--- config.mk ---
export PLATFORM = sky130hd
export DESIGN_NAME = match_req_scheduler
export DESIGN_NICKNAME = d
export VERILOG_FILES = /design/src/rtl/match_req_scheduler_pkg.sv /design/src/rtl/match_slot_picker.sv /design/src/rtl/match_req_scheduler.sv
export SDC_FILE = /design/constraint.sdc
export NUM_CORES = 1
export LEC_CHECK = 0
export ABC_AREA = 1
export BUFFER_PORTS_ARGS = -buffer_cell sky130_fd_sc_hd__buf_2
export CORE_AREA = 2 2 110 70
export DETAILED_ROUTE_END_ITERATION = 12
export DIE_AREA = 0 0 112 72
export GPL_TIMING_DRIVEN = 0
export PLACE_DENSITY_LB_ADDON = 0.12
export SYNTH_ARGS = -nofsm -noshare
export SYNTH_HDL_FRONTEND = slang
export SYNTH_SLANG_ARGS = --single-unit
--- constraint.sdc ---
create_clock -name clk -period 3.3 [get_ports clk]
set_input_delay 0.99 -clock clk [delete_from_list [all_inputs] [get_ports clk]]
set_output_delay 0.99 -clock clk [all_outputs]
set_load 0.02 [all_outputs]
--- src/rtl/match_req_scheduler_pkg.sv ---
`default_nettype none
// ---------------------------------------------------------------------------
// match_req_scheduler_pkg : default sizing shared by the scheduler files
// Rev 1.0
// ---------------------------------------------------------------------------
package match_req_scheduler_pkg;

    localparam int LAZY_LEN         = 4;
    localparam int LAZY_LEN_LOG2    = 2;
    localparam int NUM_MATCH_REQ_CH = 2;
    localparam int ADDR_WIDTH       = 8;

endpackage
`default_nettype wire

--- src/rtl/match_slot_picker.sv ---
`default_nettype none
// ---------------------------------------------------------------------------
// match_slot_picker : lowest-set-bit cascade handing pending slots to free channels
// Rev 1.0
// ---------------------------------------------------------------------------
module match_slot_picker
    import match_req_scheduler_pkg::*;
#(
    parameter int L        = LAZY_LEN,
    parameter int C        = NUM_MATCH_REQ_CH,
    parameter int TAG_BITS = LAZY_LEN_LOG2
) (
    input  logic [L-1:0]                 i_pending,
    input  logic [C-1:0]                 i_free,
    output logic [C-1:0]                 o_take,
    output logic [C-1:0][TAG_BITS-1:0]   o_idx,
    output logic [L-1:0]                 o_pending_nxt
);

    logic [L-1:0] w_rem;
    logic         w_hit;

    always_comb begin
        w_rem  = i_pending;
        w_hit  = 1'b0;
        o_take = '0;
        o_idx  = '0;
        // Each channel in ascending order removes the lowest remaining slot.
        for (int j = 0; j < C; j++) begin
            w_hit = 1'b0;
            for (int i = 0; i < L; i++) begin
                if (i_free[j] && w_rem[i] && !w_hit) begin
                    w_hit     = 1'b1;
                    w_rem[i]  = 1'b0;
                    o_take[j] = 1'b1;
                    o_idx[j]  = TAG_BITS'(i);
                end
            end
        end
        o_pending_nxt = w_rem;
    end

endmodule
`default_nettype wire

--- src/rtl/match_req_scheduler.sv ---
`default_nettype none
// ---------------------------------------------------------------------------
// match_req_scheduler : issues one lazy-match slot group over C request channels
// Rev 1.0
// ---------------------------------------------------------------------------
module match_req_scheduler
    import match_req_scheduler_pkg::*;
#(
    parameter int L        = LAZY_LEN,
    parameter int C        = NUM_MATCH_REQ_CH,
    parameter int TAG_BITS = LAZY_LEN_LOG2,
    parameter int AW       = ADDR_WIDTH
) (
    input  logic                  clk,
    input  logic                  rst,
    input  logic                  in_valid,
    output logic                  in_ready,
    input  logic [L-1:0]          in_strb,
    input  logic [L*AW-1:0]       in_addr,
    output logic [C-1:0]          req_ch_valid,
    input  logic [C-1:0]          req_ch_ready,
    output logic [C*TAG_BITS-1:0] req_ch_tag,
    output logic [C*AW-1:0]       req_ch_addr,
    output logic                  sync_grp_valid,
    output logic [L-1:0]          sync_grp_strb,
    input  logic                  resp_grp_valid,
    input  logic                  resp_grp_ready,
    output logic                  err
);

    typedef enum logic [1:0] {
        S_IDLE  = 2'd0,
        S_ISSUE = 2'd1,
        S_WAIT  = 2'd2
    } state_t;

    state_t                       r_state;
    state_t                       w_state_nxt;
    logic [L-1:0]                 r_pending;
    logic [L-1:0]                 r_strb_q;
    logic [L-1:0][AW-1:0]         r_addr_q;
    logic [C-1:0]                 r_ch_valid;
    logic [C-1:0][TAG_BITS-1:0]   r_ch_tag;
    logic [C-1:0][AW-1:0]         r_ch_addr;
    logic                         r_sync;
    logic                         r_err;

    logic                         w_accept;
    logic                         w_resp_hs;
    logic [C-1:0]                 w_free;
    logic [C-1:0]                 w_pick_free;
    logic [C-1:0]                 w_take;
    logic [C-1:0][TAG_BITS-1:0]   w_idx;
    logic [L-1:0]                 w_pending_nxt;

    assign in_ready    = (r_state == S_IDLE) && !rst;
    assign w_accept    = in_valid && in_ready;
    assign w_resp_hs   = resp_grp_valid && resp_grp_ready;
    assign w_free      = ~r_ch_valid | req_ch_ready;
    assign w_pick_free = (r_state == S_ISSUE) ? w_free : '0;

    match_slot_picker #(
        .L        (L),
        .C        (C),
        .TAG_BITS (TAG_BITS)
    ) u_picker (
        .i_pending     (r_pending),
        .i_free        (w_pick_free),
        .o_take        (w_take),
        .o_idx         (w_idx),
        .o_pending_nxt (w_pending_nxt)
    );

    always_comb begin
        w_state_nxt = r_state;
        case (r_state)
            S_IDLE:  if (w_accept) w_state_nxt = S_ISSUE;
            S_ISSUE: if ((r_pending == '0) && (&w_free)) w_state_nxt = S_WAIT;
            S_WAIT:  if (w_resp_hs) w_state_nxt = S_IDLE;
            default: w_state_nxt = S_IDLE;
        endcase
    end

    always_ff @(posedge clk or posedge rst) begin
        if (rst) begin
            r_state    <= S_IDLE;
            r_pending  <= '0;
            r_strb_q   <= '0;
            r_addr_q   <= '0;
            r_ch_valid <= '0;
            r_ch_tag   <= '0;
            r_ch_addr  <= '0;
            r_sync     <= 1'b0;
            r_err      <= 1'b0;
        end else begin
            r_state <= w_state_nxt;
            r_sync  <= w_accept;
            if (w_accept) begin
                r_pending <= in_strb;
                r_strb_q  <= in_strb;
                r_addr_q  <= in_addr;
            end else if (r_state == S_ISSUE) begin
                r_pending <= w_pending_nxt;
            end
            // A channel that fires this edge may be reloaded at the same edge.
            for (int j = 0; j < C; j++) begin
                if (w_take[j]) begin
                    r_ch_valid[j] <= 1'b1;
                    r_ch_tag[j]   <= w_idx[j];
                    r_ch_addr[j]  <= r_addr_q[w_idx[j]];
                end else if (req_ch_ready[j]) begin
                    r_ch_valid[j] <= 1'b0;
                end
            end
            if (w_resp_hs && (r_state != S_WAIT)) begin
                r_err <= 1'b1;
            end
        end
    end

    assign req_ch_valid   = r_ch_valid;
    assign req_ch_tag     = r_ch_tag;
    assign req_ch_addr    = r_ch_addr;
    assign sync_grp_valid = r_sync;
    assign sync_grp_strb  = r_strb_q;
    assign err            = r_err;

endmodule
`default_nettype wire
==> results of run 1 <==
-- flip-flops by register name (all words and copies together), names as in the netlist --
register and cells:
sync_grp_strb 4, r_pending 4, req_ch_valid 2, r_state 2
err 1, sync_grp_valid 1, r_addr_q 32, req_ch_addr 16
req_ch_tag 4
-- cells by family after synthesis --
family                 share of synthesized area [%]
and+or+nand+nor                                 30.1
DFF                                             51.3
buffers and inverters                           8.24
AOI/OAI and AO/OA                               10.3
-- layer usage --
layer / GRT usage [%] / vias up / share of wire, %
li1: - / 1479 / -
met2: 31.6 / 106 / 40
met1: 38.1 / 1370 / 52
met3: 5.51 / 11 / 7.0
met4: 6.91 / 0 / 0.86
met5: 0 / - / 0
-- worst reg2reg max path: cells and delay by family, from the launching register on --
| kind | cells | cell delay [ns] |
|---|---|---|
| flip-flops | 1 | 0.40 |
| AND/OR/NAND/NOR | 8 | 0.87 |
| buffers and inverters | 3 | 0.41 |
| AO/OA/AOI/OAI | 1 | 0.16 |
-- placed cells by master, fill, tap and decap left out, types with 7 or more instances in the layout --
cell type / count
inv_1: 38
dfrtp_1: 66
buf_2: 79
a21oi_1: 8
nand3_1: 23
nor2_1: 24
o21ai_0: 39
clkbuf_16: 9
nand2_1: 168
clkbuf_1: 7
o211ai_1: 8
-- power breakdown --
group          internal, W  switching (W)  total [W]
clock             0.000617       0.000324   0.000941
sequential         0.00117       0.000192    0.00136
combinational     0.000594        0.00125    0.00185
-- worst min path at each step --
stage / from / endpoint / depth (start not counted)
floorplan: r_addr_q[0] / r_addr_q[0] / 2
global placement: req_ch_addr[2] / req_ch_addr[2] / 2
detailed placement: req_ch_addr[11] / req_ch_addr[11] / 2
CTS: req_ch_addr[15] / req_ch_addr[15] / 2
global route: req_ch_tag[0] / req_ch_tag[0] / 2
finish: req_ch_addr[10] / req_ch_addr[10] / 2
-- stage by stage --
step	area [um2]	worst slack [ns]
after floorplan	3220	0.655
after global placement	3690	-0.194
after detailed placement	3710	0.663
after CTS	4000	0.817
after global routing	4000	0.745
final	4000	0.819
-- cell type report --
class / instances / area share [%]
plain buffers: 18 / 2.50
repair buffers: 72 / 9.38
clock buffers: 12 / 6.41
well taps: 91 / 2.84
flip-flops and latches: 66 / 41.3
multi-input cells: 292 / 32.5
inverters: 44 / 4.13
clock inverters: 2 / 0.938
==> results.md, run 1 <==
- Fillers: 694
- Tmin final: 2.48 ns
- Worst-margin pin slew: 0.881 ns
- Drt total wl: 8940 um
- Largest net degree at the start of global routing: 42
- Register area: 1650 um2
- CP max-delay cell: buf_2
- Warnings from Yosys: 0
- Crit end category: primary output
- Core area: 7030 um2
- RSZ-0062 raised after global routing: false
- CP most frequent cell: buf_2
- Critical-path cell list: buf_2 -> nor3_1 -> buf_2
- Clk Latency, worst-skew pair: 0.32 ns
- Dpl cells: 583
- ANT cells: 0
- Layout area overhead: 24.3%
- Buffer and inverter count on the worst path: 2
- Area of the multi-input gates: 1300 um2
- Most common cell in the netlist: nand2_1
- Syn avg cell area: 7.67 um2
- Total leakage power: 2.18 nW
- PortBufs: 71
- Hold slack: 0.471 ns
- Drt first pass iters: 5
- Fin crit share: 75.2%
- Slew Limit Fails: 0
- Vias: 2966
- CP Launch Type: input port
- CTS tree: done
- Slew margin rel.: 41.2%
- Final Hold Viols: 0
- Syn nets: 463
- Initial Util: 45.8%
- First-pass GRT wire length: 14500 um
- Clk slew on worst S/H paths: 0.05 ns
- Cell area after synthesis: 3220 um2
- RD Place Congestion: 0.863
- Share of post-route cells with drive strength above 1: 23.3%
- Non-Filler Instances: 597
- Crit path from: rst
- Initial DRC Count: 253
- Worst stage delay on the critical path: 0.21 ns
- CP max FO: 2
- Die width: 112 um
- Clk_skew: 0.00489 ns
- Cell count after synthesis: 420
- R2r endpoint: req_ch_addr[1]
- Clock buffer depth: 2
- Number of setup buffers added after CTS: 0
- Asr flop ratio synth: 100%
- Setup slack, reg-to-reg: 1.32 ns
- Share of Yosys cell area claimed by the top area cell type: 51.3%
- Max Cap Viol: 0
- Pwr dens: 1040 nW/um2
- Required time worst endpoint: 2.31 ns
- Post-DRT Antenna Nets: 0
- I/O pins: 72
- Fmax achieved: 403 MHz
- Wire length per cell: 15.0 um
- Crit path depth: 3
- # rows: 24
- Sum Neg Setup Slack: 0 ns
- Synth top cells by count: 168 x nand2_1, 66 x dfrtp_1, 39 x inv_1, 39 x o21ai_0, 24 x nor2_1
- Vias in the first global route: 2708
- H-Tree Depth: 3
- Post-layout util: 57.0%
- Distinct cells, synth: 24
- Initial antenna violation count: 0
- Pwr Total: 0.00415 W
- CTS-repair resized insts: 0
- Crit path to: in_ready
- VDD IR max: 0.369 mV
- Top cells by area, synth: dfrtp_1 51%, nand2_1 20%, o21ai_0 6.1%
- Sink Count: 66
- Drt drc: 0
- R2R cell count: 12
- Vias per cell: 4.97
- Die area: 8060 um2
- Post-synth EDFFs: 0
- Root buf cell: clkbuf_16
- Crit path DAT: 1.49 ns
- Cell taking the most area after synthesis: dfrtp_1
- Setup violations, final: 0
- CP Class: input port to primary output
- Status: finished clean
- Clock buffer count from CTS: 9
- Reg-to-reg startpoint: r_state[0]
- Detailed-placement wirelength estimate: 6540 um
- Worst min-delay path category: register to register
- Grt ovf: 0
- Die H: 72 um
- Nets: 546
- Crit path max-delay family: buffers and inverters
- Most used DFF post-synth: dfrtp_1
- Flops & latches, synth: 66
- Post-synthesis sequential area ratio: 51.3%
- Total track usage: 23.7%
- CTS Hold Bufs: 0
(Power assumes the default switching activity.)
==> run 2: changes to the inputs <==
==> constraint.sdc (replaced) <==
create_clock -name clk -period 2.29 [get_ports clk]
set_input_delay 0.687 -clock clk [delete_from_list [all_inputs] [get_ports clk]]
set_output_delay 0.687 -clock clk [all_outputs]
set_load 0.02 [all_outputs]
==> results.md, run 2 (synthesis results as in run 1) <==
- Clock buffer depth: 2 (unchanged)
- Post-layout util: 57.3% (+0.34 points)
- Clk_skew: 0.00689 ns (+0.00200 ns)
- Sink Count: 66 (unchanged)
- Largest register FFs: 32 (unchanged)
- Pwr dens: 1480 nW/um2 (+43%)
- Slew margin rel.: 60.1% (+19 points)
- Sequential share of power: 32.8% (about the same)
- I/O pins: 72 (unchanged)
- Clock power share: 22.5% (-0.2 points)
- Worst-margin pin slew: 0.598 ns (-0.283 ns)
- Dpl cells: 584 (+0.17%)
- Fmax achieved: 487 MHz
- Status: finished clean
- ANT cells: 0 (unchanged)
- Slew Limit Fails: 0 (unchanged)
- Initial Util: 45.8% (unchanged)
- Tmin final: 2.06 ns
- Total track usage: 24.5% (+0.75 points)
- Post-DRT Antenna Nets: 0 (unchanged)
- Drt first pass iters: 5 (unchanged)
- CTS tree: done
- CTS-repair resized insts: 0 (unchanged)
- Combinational power share: 44.7% (+0.2 points)
- PortBufs: 71 (unchanged)
- Wire length per cell: 15.0 um (-0.13%)
- Largest net degree at the start of global routing: 26 (-38%)
- Sw frac: 42.8% (+0.22 points)
- Most common cell after layout, fill and taps aside: nand2_1
- Sum Neg Setup Slack: 0 ns (unchanged)
- Drt drc: 0 (unchanged)
- Core area: 7030 um2 (unchanged)
- Non-Filler Instances: 599 (+0.34%)
- Most flops, register: r_addr_q
- # rows: 24 (unchanged)
- Clk Latency, worst-skew pair: 0.33 ns (about the same)
- Vias: 3037 (+2.4%)
- Root buf cell: clkbuf_16
- Grt ovf: 0 (unchanged)
- Initial DRC Count: 283 (+12%)
- Number of setup buffers added after CTS: 0 (unchanged)
- Crit path DAT: 2.32 ns (+0.83 ns)
- Nets: 547 (+0.18%)
- Die area: 8060 um2 (unchanged)
- Fillers: 698 (+0.58%)
- RSZ-0062 raised after global routing: false
- Die H: 72 um (unchanged)
- Psw: 0.00255 W (+44%)
- Drt total wl: 8960 um (+0.20%)
- Crit end category: register
- Initial antenna violation count: 0 (unchanged)
- Most frequent cells in the layout: 168 x nand2_1, 79 x buf_2, 66 x dfrtp_1
- CP max FO: 10 (+8)
- H-Tree Depth: 3 (unchanged)
- VDD IR max: 0.674 mV (+83%)
- First-pass GRT wire length: 15000 um (+3.6%)
- Layout area overhead: 25.1%
- RD Place Congestion: 0.910 (+5.6%)
- Fin crit share: 89.8%
- Die width: 112 um (unchanged)
- Vias in the first global route: 2886 (+6.6%)
- Worst min-delay path category: input port to async pin
- Required time worst endpoint: 2.56 ns (+0.25 ns)
- CP Class: input port to register
- Final Hold Viols: 0 (unchanged)
- Share of post-route cells with drive strength above 1: 23.4% (+0.11 points)
- Detailed-placement wirelength estimate: 6620 um (+1.2%)
- R2R cell count: 13 (+1)
- Clock buffer count from CTS: 9 (unchanged)
- Hold slack: 0.399 ns (-0.0722 ns)
- Total leakage power: 2.19 nW (+0.47%)
- Internal power: 0.00341 W (+43%)
- Max Cap Viol: 0 (unchanged)
- CTS Hold Bufs: 0 (unchanged)
- Setup violations, final: 0 (unchanged)
- CP Launch Type: input port
- Clk slew on worst S/H paths: 0.06 ns (about the same)
- Vias per cell: 5.07 (+2.1%)
[run 2: power groups by stage]
stage	sequential, W	combinational, W	clock [W]
6_report	0.00196	0.00266	0.00134
3_5_place_dp	0.00197	0.00263	0
4_1_cts	0.00196	0.00265	0.00135
5_1_grt	0.00202	0.00300	0.00142
3_3_place_gp	0.00196	0.00257	0
2_1_floorplan	0.00217	0.00159	0
[run 2: worst paths after layout]
| path | start | endpoint | slack, ns |
|---|---|---|---|
| max in group asynchronous | rst | r_addr_q[11] | 1.41 |
| worst max-delay path | req_ch_ready[0] | req_ch_addr[1] | 0.23 |
| min in group clk | err | err | 0.46 |
| worst max register to register | r_state[1] | req_ch_addr[8] | 0.24 |
| worst min register to register | err | err | 0.46 |
| worst min-delay path | rst | r_addr_q[20] | 0.40 |
[run 2: through the flow]
| step | instance area [um2] | setup WS [ns] | power (W) |
|---|---|---|---|
| 6_report | 4030 | 0.235 | 0.00596 |
| 3_3_place_gp | 3690 | -0.0261 | 0.00453 |
| 3_5_place_dp | 3740 | -0.0474 | 0.00460 |
| 5_1_grt | 4030 | 0.0935 | 0.00644 |
| 2_1_floorplan | 3220 | 0.130 | 0.00376 |
| 4_1_cts | 4030 | 0.276 | 0.00596 |
[run 2: final cells by class]
class                           count  area (um2)  area share (%)
Inverter                           44         169            4.20
Timing Repair Buffer               73         403            10.0
Tap cell                           91         114            2.83
Sequential cell                    66        1650            41.0
Multi-Input combinational cell    292        1300            32.3
Buffer                             18         100            2.49
Clock buffer                       12         246            6.12
Clock inverter                      3        40.0           0.994
[run 2: per-layer routing]
layer	routed length, um	GRT usage [%]
met5	0	0
met4	132	7.86
met3	766	6.85
met2	3630	34.3
met1	4430	36.9
[run 2: critical path, cell delays in order]
cell,delay (ns)
buf_2,0.09
inv_1,0.04
nand2_1,0.13
nand2_2,0.18
inv_2,0.06
o211ai_2,0.17
clkbuf_1,0.43
o211ai_1,0.24
nand2_1,0.13
nand2_1,0.08
nand2_1,0.08
